**src/rtl/bcd_counter_chain.sv**
```systemverilog
// Multi-digit BCD up/down counter stepped by an internal prescaler.
// Carry/borrow ripples through all digits combinationally each step.
module bcd_counter_chain #(
   parameter int DIGITS   = 4,
   parameter int TICK_DIV = 12_000_000
) (
   input  logic                  sys_clk,
   input  logic                  sys_reset,
   input  logic                  run,
   input  logic                  up,
   input  logic                  clear,
   output logic [4*DIGITS-1:0]   bcd,
   output logic                  tick,
   output logic                  wrap,
   output logic                  running
);

   localparam int PW = (TICK_DIV > 1) ? $clog2(TICK_DIV) : 1;
   localparam logic [PW-1:0] P_LAST = PW'(TICK_DIV - 1);

   logic [PW-1:0]       p_q, p_d;
   logic [4*DIGITS-1:0] bcd_q, bcd_d;
   logic                tick_q, wrap_q, run_q;
   logic                step;
   logic                roll_d;

   assign step = run & (p_q == P_LAST);
   assign p_d  = step ? '0 : p_q + 1'b1;

   // roll_d ends high only when every digit rolled over: that is the wrap
   always_comb begin
      logic [3:0] dig;
      bcd_d  = bcd_q;
      roll_d = 1'b1;
      for (int i = 0; i < DIGITS; i++) begin
         dig = bcd_q[4*i +: 4];
         if (roll_d) begin
            if (up) begin
               if (dig >= 4'd9) begin
                  bcd_d[4*i +: 4] = 4'd0;
               end else begin
                  bcd_d[4*i +: 4] = dig + 4'd1;
                  roll_d = 1'b0;
               end
            end else begin
               if (dig == 4'd0 || dig > 4'd9) begin
                  bcd_d[4*i +: 4] = 4'd9;
               end else begin
                  bcd_d[4*i +: 4] = dig - 4'd1;
                  roll_d = 1'b0;
               end
            end
         end
      end
   end

   always_ff @(posedge sys_clk) begin
      if (sys_reset) begin
         p_q    <= '0;
         bcd_q  <= '0;
         tick_q <= 1'b0;
         wrap_q <= 1'b0;
         run_q  <= 1'b0;
      end else if (clear) begin
         p_q    <= '0;
         bcd_q  <= '0;
         tick_q <= 1'b0;
         wrap_q <= 1'b0;
         run_q  <= run;
      end else begin
         run_q  <= run;
         tick_q <= step;
         wrap_q <= step & roll_d;
         if (run) begin
            p_q <= p_d;
         end
         if (step) begin
            bcd_q <= bcd_d;
         end
      end
   end

   assign bcd     = bcd_q;
   assign tick    = tick_q;
   assign wrap    = wrap_q;
   assign running = run_q;

endmodule

```
**config.mk**
```make
export PLATFORM = sky130hd
export DESIGN_NAME = bcd_counter_chain
export DESIGN_NICKNAME = d
export VERILOG_FILES = /design/src/rtl/bcd_counter_chain.sv
export SDC_FILE = /design/constraint.sdc
export NUM_CORES = 1
export LEC_CHECK = 0
export CAP_MARGIN = 0
export CORE_MARGIN = 4
export CORE_UTILIZATION = 58
export DETAILED_ROUTE_END_ITERATION = 16
export DONT_BUFFER_PORTS = 1
export GPL_ROUTABILITY_DRIVEN = 0
export PLACE_DENSITY = 0.74
export SLEW_MARGIN = 20
export SYNTH_ARGS = -nofsm -noshare
export SYNTH_HDL_FRONTEND = slang
export SYNTH_SLANG_ARGS = --single-unit
```
**constraint.sdc**
```tcl
create_clock -name sys_clk -period 2.4 [get_ports sys_clk]
set_input_delay 0.48 -clock sys_clk [delete_from_list [all_inputs] [get_ports sys_clk]]
set_output_delay 0.48 -clock sys_clk [all_outputs]
set_load 0.02 [all_outputs]
```
# Word-level counts from Yosys, hierarchy flattened
# Index checks and enable logic that the tools add are counted.
# word_totals
out_inout_bits,19
inputBits,5
ff_bits,43
elab_cells,68
# op_classes
bitwise,2
n_reduce_logical,12
addsub,9
order_cmp,8
n_eq_ne,1
n_mux,28
# ops
cell,n
4-bit 2-to-1 mux,12
24-bit by 1-bit adder with 24-bit output (second input constant),1
24-bit == test (second input constant),1
24-bit 2-to-1 mux,1
4-bit by 1-bit adder with 4-bit output (second input constant),4
4-bit >= comparator (second input constant),4
4-bit > comparator (second input constant),4
4-bit zero test,4
4-bit by 1-bit subtractor with 4-bit output (second input constant),4
1-bit 2-to-1 mux,15
2-bit AND reduction,3
1-bit logical OR,4
1-bit bitwise AND,2
2-bit OR reduction,1

# Depth between registers and ports, before layout
# depth
depth_word,8
depth_mapped,8
mapped_depth_nobuf,7

# Worst setup path after synthesis
# Ideal clock, no wire load.
# synth_timing
path_kind,register -> register
startpoint,register bcd_q[0] (netlist: bcd[0])
endpoint,register bcd_q[4] (netlist: bcd[4])
required_time_ps,2309
setup_slack_ps,320
arrival_ps,1989
period_less_slack_ps,2080
setup_time_ps,91
path_buffers,1
stages_incl_launch_ff,8
cell_sequence,dfxtp_1 > inv_1 > ha_1 > nor4b_1 > a211oi_1 > and3b_2 > buf_6 > a311oi_1
# synth_via
elab_chain_len,5
elab_cells_between_ends,8
classes_between,order compare: 2; mux: 3; reduce/logical: 3
# synth_rtl
item,line_no,source
start: declaration,22,"logic [4*DIGITS-1:0] bcd_q, bcd_d;"
start signal: assignment,60,bcd_q <= '0;
start signal: assignment,66,bcd_q <= '0;
start signal: assignment,78,bcd_q <= bcd_d;
4-bit > comparator or 4-bit zero test (tied branches),46,if (dig == 4'd0 || dig > 4'd9) begin
1-bit logical OR,46,
1-bit 2-to-1 mux,46,
1-bit 2-to-1 mux (*),38,if (up) begin
2-bit AND reduction (no line) (*),--,
# Mark *: on every way between the ends. The rest lies on a longest branch, timed or not.
# A chain may end at the register's enable or synchronous reset.

# Final worst setup path
# layout_timing
startpoint,register p_q[10]
endpoint,register bcd_q[14] (netlist: bcd[14])
# layout_via
elab_chain_len,3
# layout_rtl
item,line_no,source
start: declaration,21,"logic [PW-1:0] p_q, p_d;"
start signal: assignment,75,p_q <= p_d;
24-bit == test,27,assign step = run & (p_q == P_LAST);
1-bit bitwise AND,27,
2-bit AND reduction (no line),--,
# No other way between the ends.

==> flow_results.xml <==
<?xml version="1.0" encoding="UTF-8"?>
<metrics>
  <group name="run_status">
    <metric name="status" unit="">finished clean</metric>
  </group>
  <group name="global_routing">
    <metric name="grt_pass1_vias" unit="">2272</metric>
    <metric name="met2_usage" unit="">0.349</metric>
    <metric name="gr-usage-met1" unit="">0.298</metric>
    <metric name="grt_start_max_net_pins" unit="">55</metric>
    <metric name="global_route.usage.total" unit="">0.215</metric>
    <metric name="grt_remaining_overflow" unit="">0</metric>
    <metric name="gr-max-usage-layer" unit="">met2</metric>
    <metric name="grt.met3_usage" unit="">0.0464</metric>
    <metric name="grt_first_pass_wirelength" unit="um">10800</metric>
    <metric name="antenna_found_initial" unit="">0</metric>
  </group>
  <group name="detailed_routing">
    <metric name="routedWlPerCell" unit="um">14.7</metric>
    <metric name="post-route-drc-count" unit="">0</metric>
    <metric name="initialDrtViolationCount" unit="">249</metric>
    <metric name="drt_first_pass_iters" unit="">4</metric>
    <metric name="ant_nets" unit="">0</metric>
    <metric name="num_vias" unit="">2584</metric>
    <metric name="vias_per_cell" unit="">6.02</metric>
    <metric name="route.final.wire_length" unit="um">6290</metric>
  </group>
  <group name="setup_path">
    <metric name="combined_buffer_and_inverter_count_along_the_critical_path" unit="">0</metric>
    <metric name="critical_path_arrival" unit="ns">2.36</metric>
    <metric name="critPathKind" unit="">reg -&gt; reg</metric>
    <metric name="cp_data_required_time" unit="ns">2.57</metric>
    <metric name="startpoint_type" unit="">flip-flop</metric>
    <metric name="critical-path-top-delay-family" unit="">simple AND/OR/NAND/NOR gates</metric>
    <metric name="path_cells" unit="">or4b_4 &gt; nor4_4 &gt; nand3b_1 &gt; nor3_2 &gt; o21ai_1</metric>
    <metric name="worstSetupEndpointType" unit="">flip-flop</metric>
    <metric name="worst_path_largest_cell_delay" unit="ns">0.56</metric>
    <metric name="worstPathMaxFanout" unit="">6</metric>
    <metric name="cpMaxStageDelayCell" unit="">sky130_fd_sc_hd__or4b_4</metric>
  </group>
  <group name="synth">
    <metric name="yosys_most_used_dff" unit="">sky130_fd_sc_hd__dfxtp_1</metric>
    <metric name="yosysWarnings" unit="">0</metric>
    <metric name="sequential_cell_area_fraction_in_the_yosys_report" unit="">0.303</metric>
    <metric name="synth.net_count" unit="">374</metric>
    <metric name="syn-mean-instance-area" unit="um2">7.97</metric>
    <metric name="synth.cell_area" unit="um2">2840</metric>
    <metric name="synth-edff-count" unit="">0</metric>
    <metric name="postSynthCellCount" unit="">356</metric>
    <metric name="ys_seq_elements" unit="">43</metric>
    <metric name="netlist-cell-type-count" unit="">66</metric>
    <metric name="synth-async-reset-ratio" unit="">0</metric>
  </group>
  <group name="sta">
    <metric name="period_minus_slack" unit="ns">2.19</metric>
    <metric name="timing.final.hold_violations" unit="">0</metric>
    <metric name="post-route-period-util" unit="">0.911</metric>
    <metric name="fin_setup_tns" unit="ns">0</metric>
    <metric name="final-max-slew-violation-count" unit="">0</metric>
    <metric name="fin_ws" unit="ns">0.214</metric>
    <metric name="slew_at_the_pin_closest_to_its_max_slew_limit" unit="ns">0.639</metric>
    <metric name="timing.slew.headroom" unit="">0.571</metric>
    <metric name="worst_hold_slack" unit="ns">0.272</metric>
    <metric name="rsz0062_at_grt" unit="">false</metric>
    <metric name="worst_clock_skew" unit="ns">0.00938</metric>
    <metric name="final-setup-viol-count" unit="">0</metric>
    <metric name="fmax" unit="GHz">0.458</metric>
  </group>
  <group name="power">
    <metric name="pwr_density_cell" unit="nW/um2">431</metric>
    <metric name="power.total" unit="mW">1.32</metric>
    <metric name="static_leak" unit="nW">1.13</metric>
    <metric name="worst_ir_drop_vdd" unit="uV">314</metric>
  </group>
  <group name="place">
    <metric name="post-place-ws" unit="ns">0.227</metric>
    <metric name="place.detailed.instances" unit="">421</metric>
    <metric name="dpl_cell_area" unit="um2">2950</metric>
    <metric name="port-buffer-count" unit="">0</metric>
    <metric name="dp_hpwl" unit="um">4550</metric>
  </group>
  <group name="run">
    <metric name="cap_viol_max_count" unit="">0</metric>
  </group>
  <group name="layout">
    <metric name="drive_gt1_frac" unit="">0.119</metric>
    <metric name="postLayoutCoreUtil" unit="">0.649</metric>
    <metric name="final_std_cell_area_no_fill" unit="um2">3060</metric>
    <metric name="num_antenna_cells" unit="">0</metric>
    <metric name="layout.cells.most_common" unit="">sky130_fd_sc_hd__dfxtp_1</metric>
    <metric name="final_cell_count_no_fill" unit="">429</metric>
    <metric name="final_nets" unit="">379</metric>
    <metric name="layout_common_cells" unit="">sky130_fd_sc_hd__dfxtp_1 (43), sky130_fd_sc_hd__nor2_1 (37), sky130_fd_sc_hd__nand2_1 (29)</metric>
    <metric name="area_growth_from_synthesis_to_final_layout" unit="%">7.98</metric>
  </group>
  <group name="clock_network">
    <metric name="clock_path_buffers" unit="">2</metric>
    <metric name="tritoncts" unit="">yes</metric>
    <metric name="clock-root-buffer" unit="">sky130_fd_sc_hd__clkbuf_8</metric>
    <metric name="cts.sinks" unit="">43</metric>
    <metric name="htree_levels" unit="">2</metric>
    <metric name="clock_insertion_delay_worst_skew" unit="ns">0.29</metric>
    <metric name="postCtsSetupRepairBufs" unit="">0</metric>
    <metric name="worst_setup_hold_path_clk_slew" unit="ns">0.09</metric>
    <metric name="post_cts_resize_count" unit="">0</metric>
    <metric name="postCtsHoldBufs" unit="">0</metric>
    <metric name="cts_made_buffers" unit="">5</metric>
  </group>
  <group name="floorplan">
    <metric name="die_h" unit="um">77.9</metric>
    <metric name="design.die.area" unit="um2">6080</metric>
    <metric name="top_level_ports" unit="">24</metric>
    <metric name="die-width" unit="um">77.9</metric>
    <metric name="floorplan.core_area" unit="um2">4720</metric>
    <metric name="rows" unit="">25</metric>
    <metric name="start_util" unit="">0.601</metric>
  </group>
  <group name="hold_path">
    <metric name="min_path_type" unit="">in -&gt; reg</metric>
  </group>
</metrics>
==> worst paths after layout <==
| kind | depth (start not counted) | slack [ns] | startpoint | endpoint |
|---|---|---|---|---|
| worst max register to register | 5 | 0.21 | p_q[10] | bcd[14] |
| worst min-delay path | 1 | 0.27 | sys_reset | running |
| worst max-delay path | 5 | 0.21 | p_q[10] | bcd[14] |
| worst min register to register | 2 | 0.51 | p_q[1] | p_q[1] |
==> final cells by class <==
type,instances,area (um2)
Clock buffer,5,68.8
Clock inverter,3,43.8
Fill cell,427,1660
Inverter,16,60.1
Multi-Input combinational cell,278,1820
Sequential cell,43,861
Tap cell,67,83.8
Timing Repair Buffer,17,128
==> worst register-to-register path: stages (launching register included) <==
cell and delay [ns]:
sky130_fd_sc_hd__dfxtp_1 0.36, sky130_fd_sc_hd__or4b_4 0.56, sky130_fd_sc_hd__nor4_4 0.39, sky130_fd_sc_hd__nand3b_1 0.31, sky130_fd_sc_hd__nor3_2 0.33, sky130_fd_sc_hd__o21ai_1 0.12
==> sequential cells by signal, indices dropped and copies added (netlist names) <==
register  flops
bcd          16
running       1
wrap          1
p_q          24
tick          1
==> Yosys cell counts (3+ instances only) <==
cell type | number | area [um2]
sky130_fd_sc_hd__buf_6 | 3 | 33.8
sky130_fd_sc_hd__nor4_1 | 5 | 31.3
sky130_fd_sc_hd__nand2_1 | 29 | 109
sky130_fd_sc_hd__inv_1 | 16 | 60.1
sky130_fd_sc_hd__xor2_1 | 17 | 149
sky130_fd_sc_hd__a21oi_1 | 25 | 125
sky130_fd_sc_hd__o21bai_1 | 3 | 22.5
sky130_fd_sc_hd__dfxtp_1 | 43 | 861
sky130_fd_sc_hd__and3_1 | 6 | 37.5
sky130_fd_sc_hd__clkbuf_1 | 12 | 45.0
sky130_fd_sc_hd__a211oi_1 | 4 | 30.0
sky130_fd_sc_hd__and3b_1 | 3 | 26.3
sky130_fd_sc_hd__nand4_1 | 11 | 68.8
sky130_fd_sc_hd__o21ai_0 | 12 | 60.1
sky130_fd_sc_hd__nor2b_1 | 6 | 37.5
sky130_fd_sc_hd__ha_1 | 13 | 163
sky130_fd_sc_hd__o31ai_1 | 4 | 30.0
sky130_fd_sc_hd__buf_2 | 3 | 15.0
sky130_fd_sc_hd__nand3b_1 | 4 | 30.0
sky130_fd_sc_hd__mux2i_1 | 4 | 40.0
sky130_fd_sc_hd__nand3_1 | 21 | 105
sky130_fd_sc_hd__nor2_1 | 37 | 139
sky130_fd_sc_hd__nand2b_1 | 5 | 31.3
sky130_fd_sc_hd__a31oi_1 | 5 | 31.3
sky130_fd_sc_hd__xnor2_1 | 4 | 35.0
sky130_fd_sc_hd__nor3_1 | 7 | 35.0
sky130_fd_sc_hd__a311oi_1 | 3 | 26.3
==> cell families after synthesis <==
logic type | share of synthesized area
compound gates | 0.175
xor+xnor | 0.0648
fa+ha+maj | 0.0573
buf+inv | 0.0556
flops | 0.303
mux | 0.0141
simple gates | 0.329
==> metal layers <==
| layer | share of wire | wire, um |
|---|---|---|
| met3 | 0.047 | 298 |
| met4 | 0.0060 | 38 |
| met1 | 0.47 | 2960 |
| met2 | 0.48 | 2990 |
| met5 | 0 | 0 |
==> power breakdown <==
group	internal (mW)	total (mW)	leakage (nW)	switching, mW
combinational	0.0206	0.0515	0.730	0.0309
sequential	0.715	0.717	0.347	0.00265
clock	0.310	0.552	0.0581	0.242
total	1.04	1.32	1.13	0.276
Note: power is estimated with default switching activity, not from simulation.
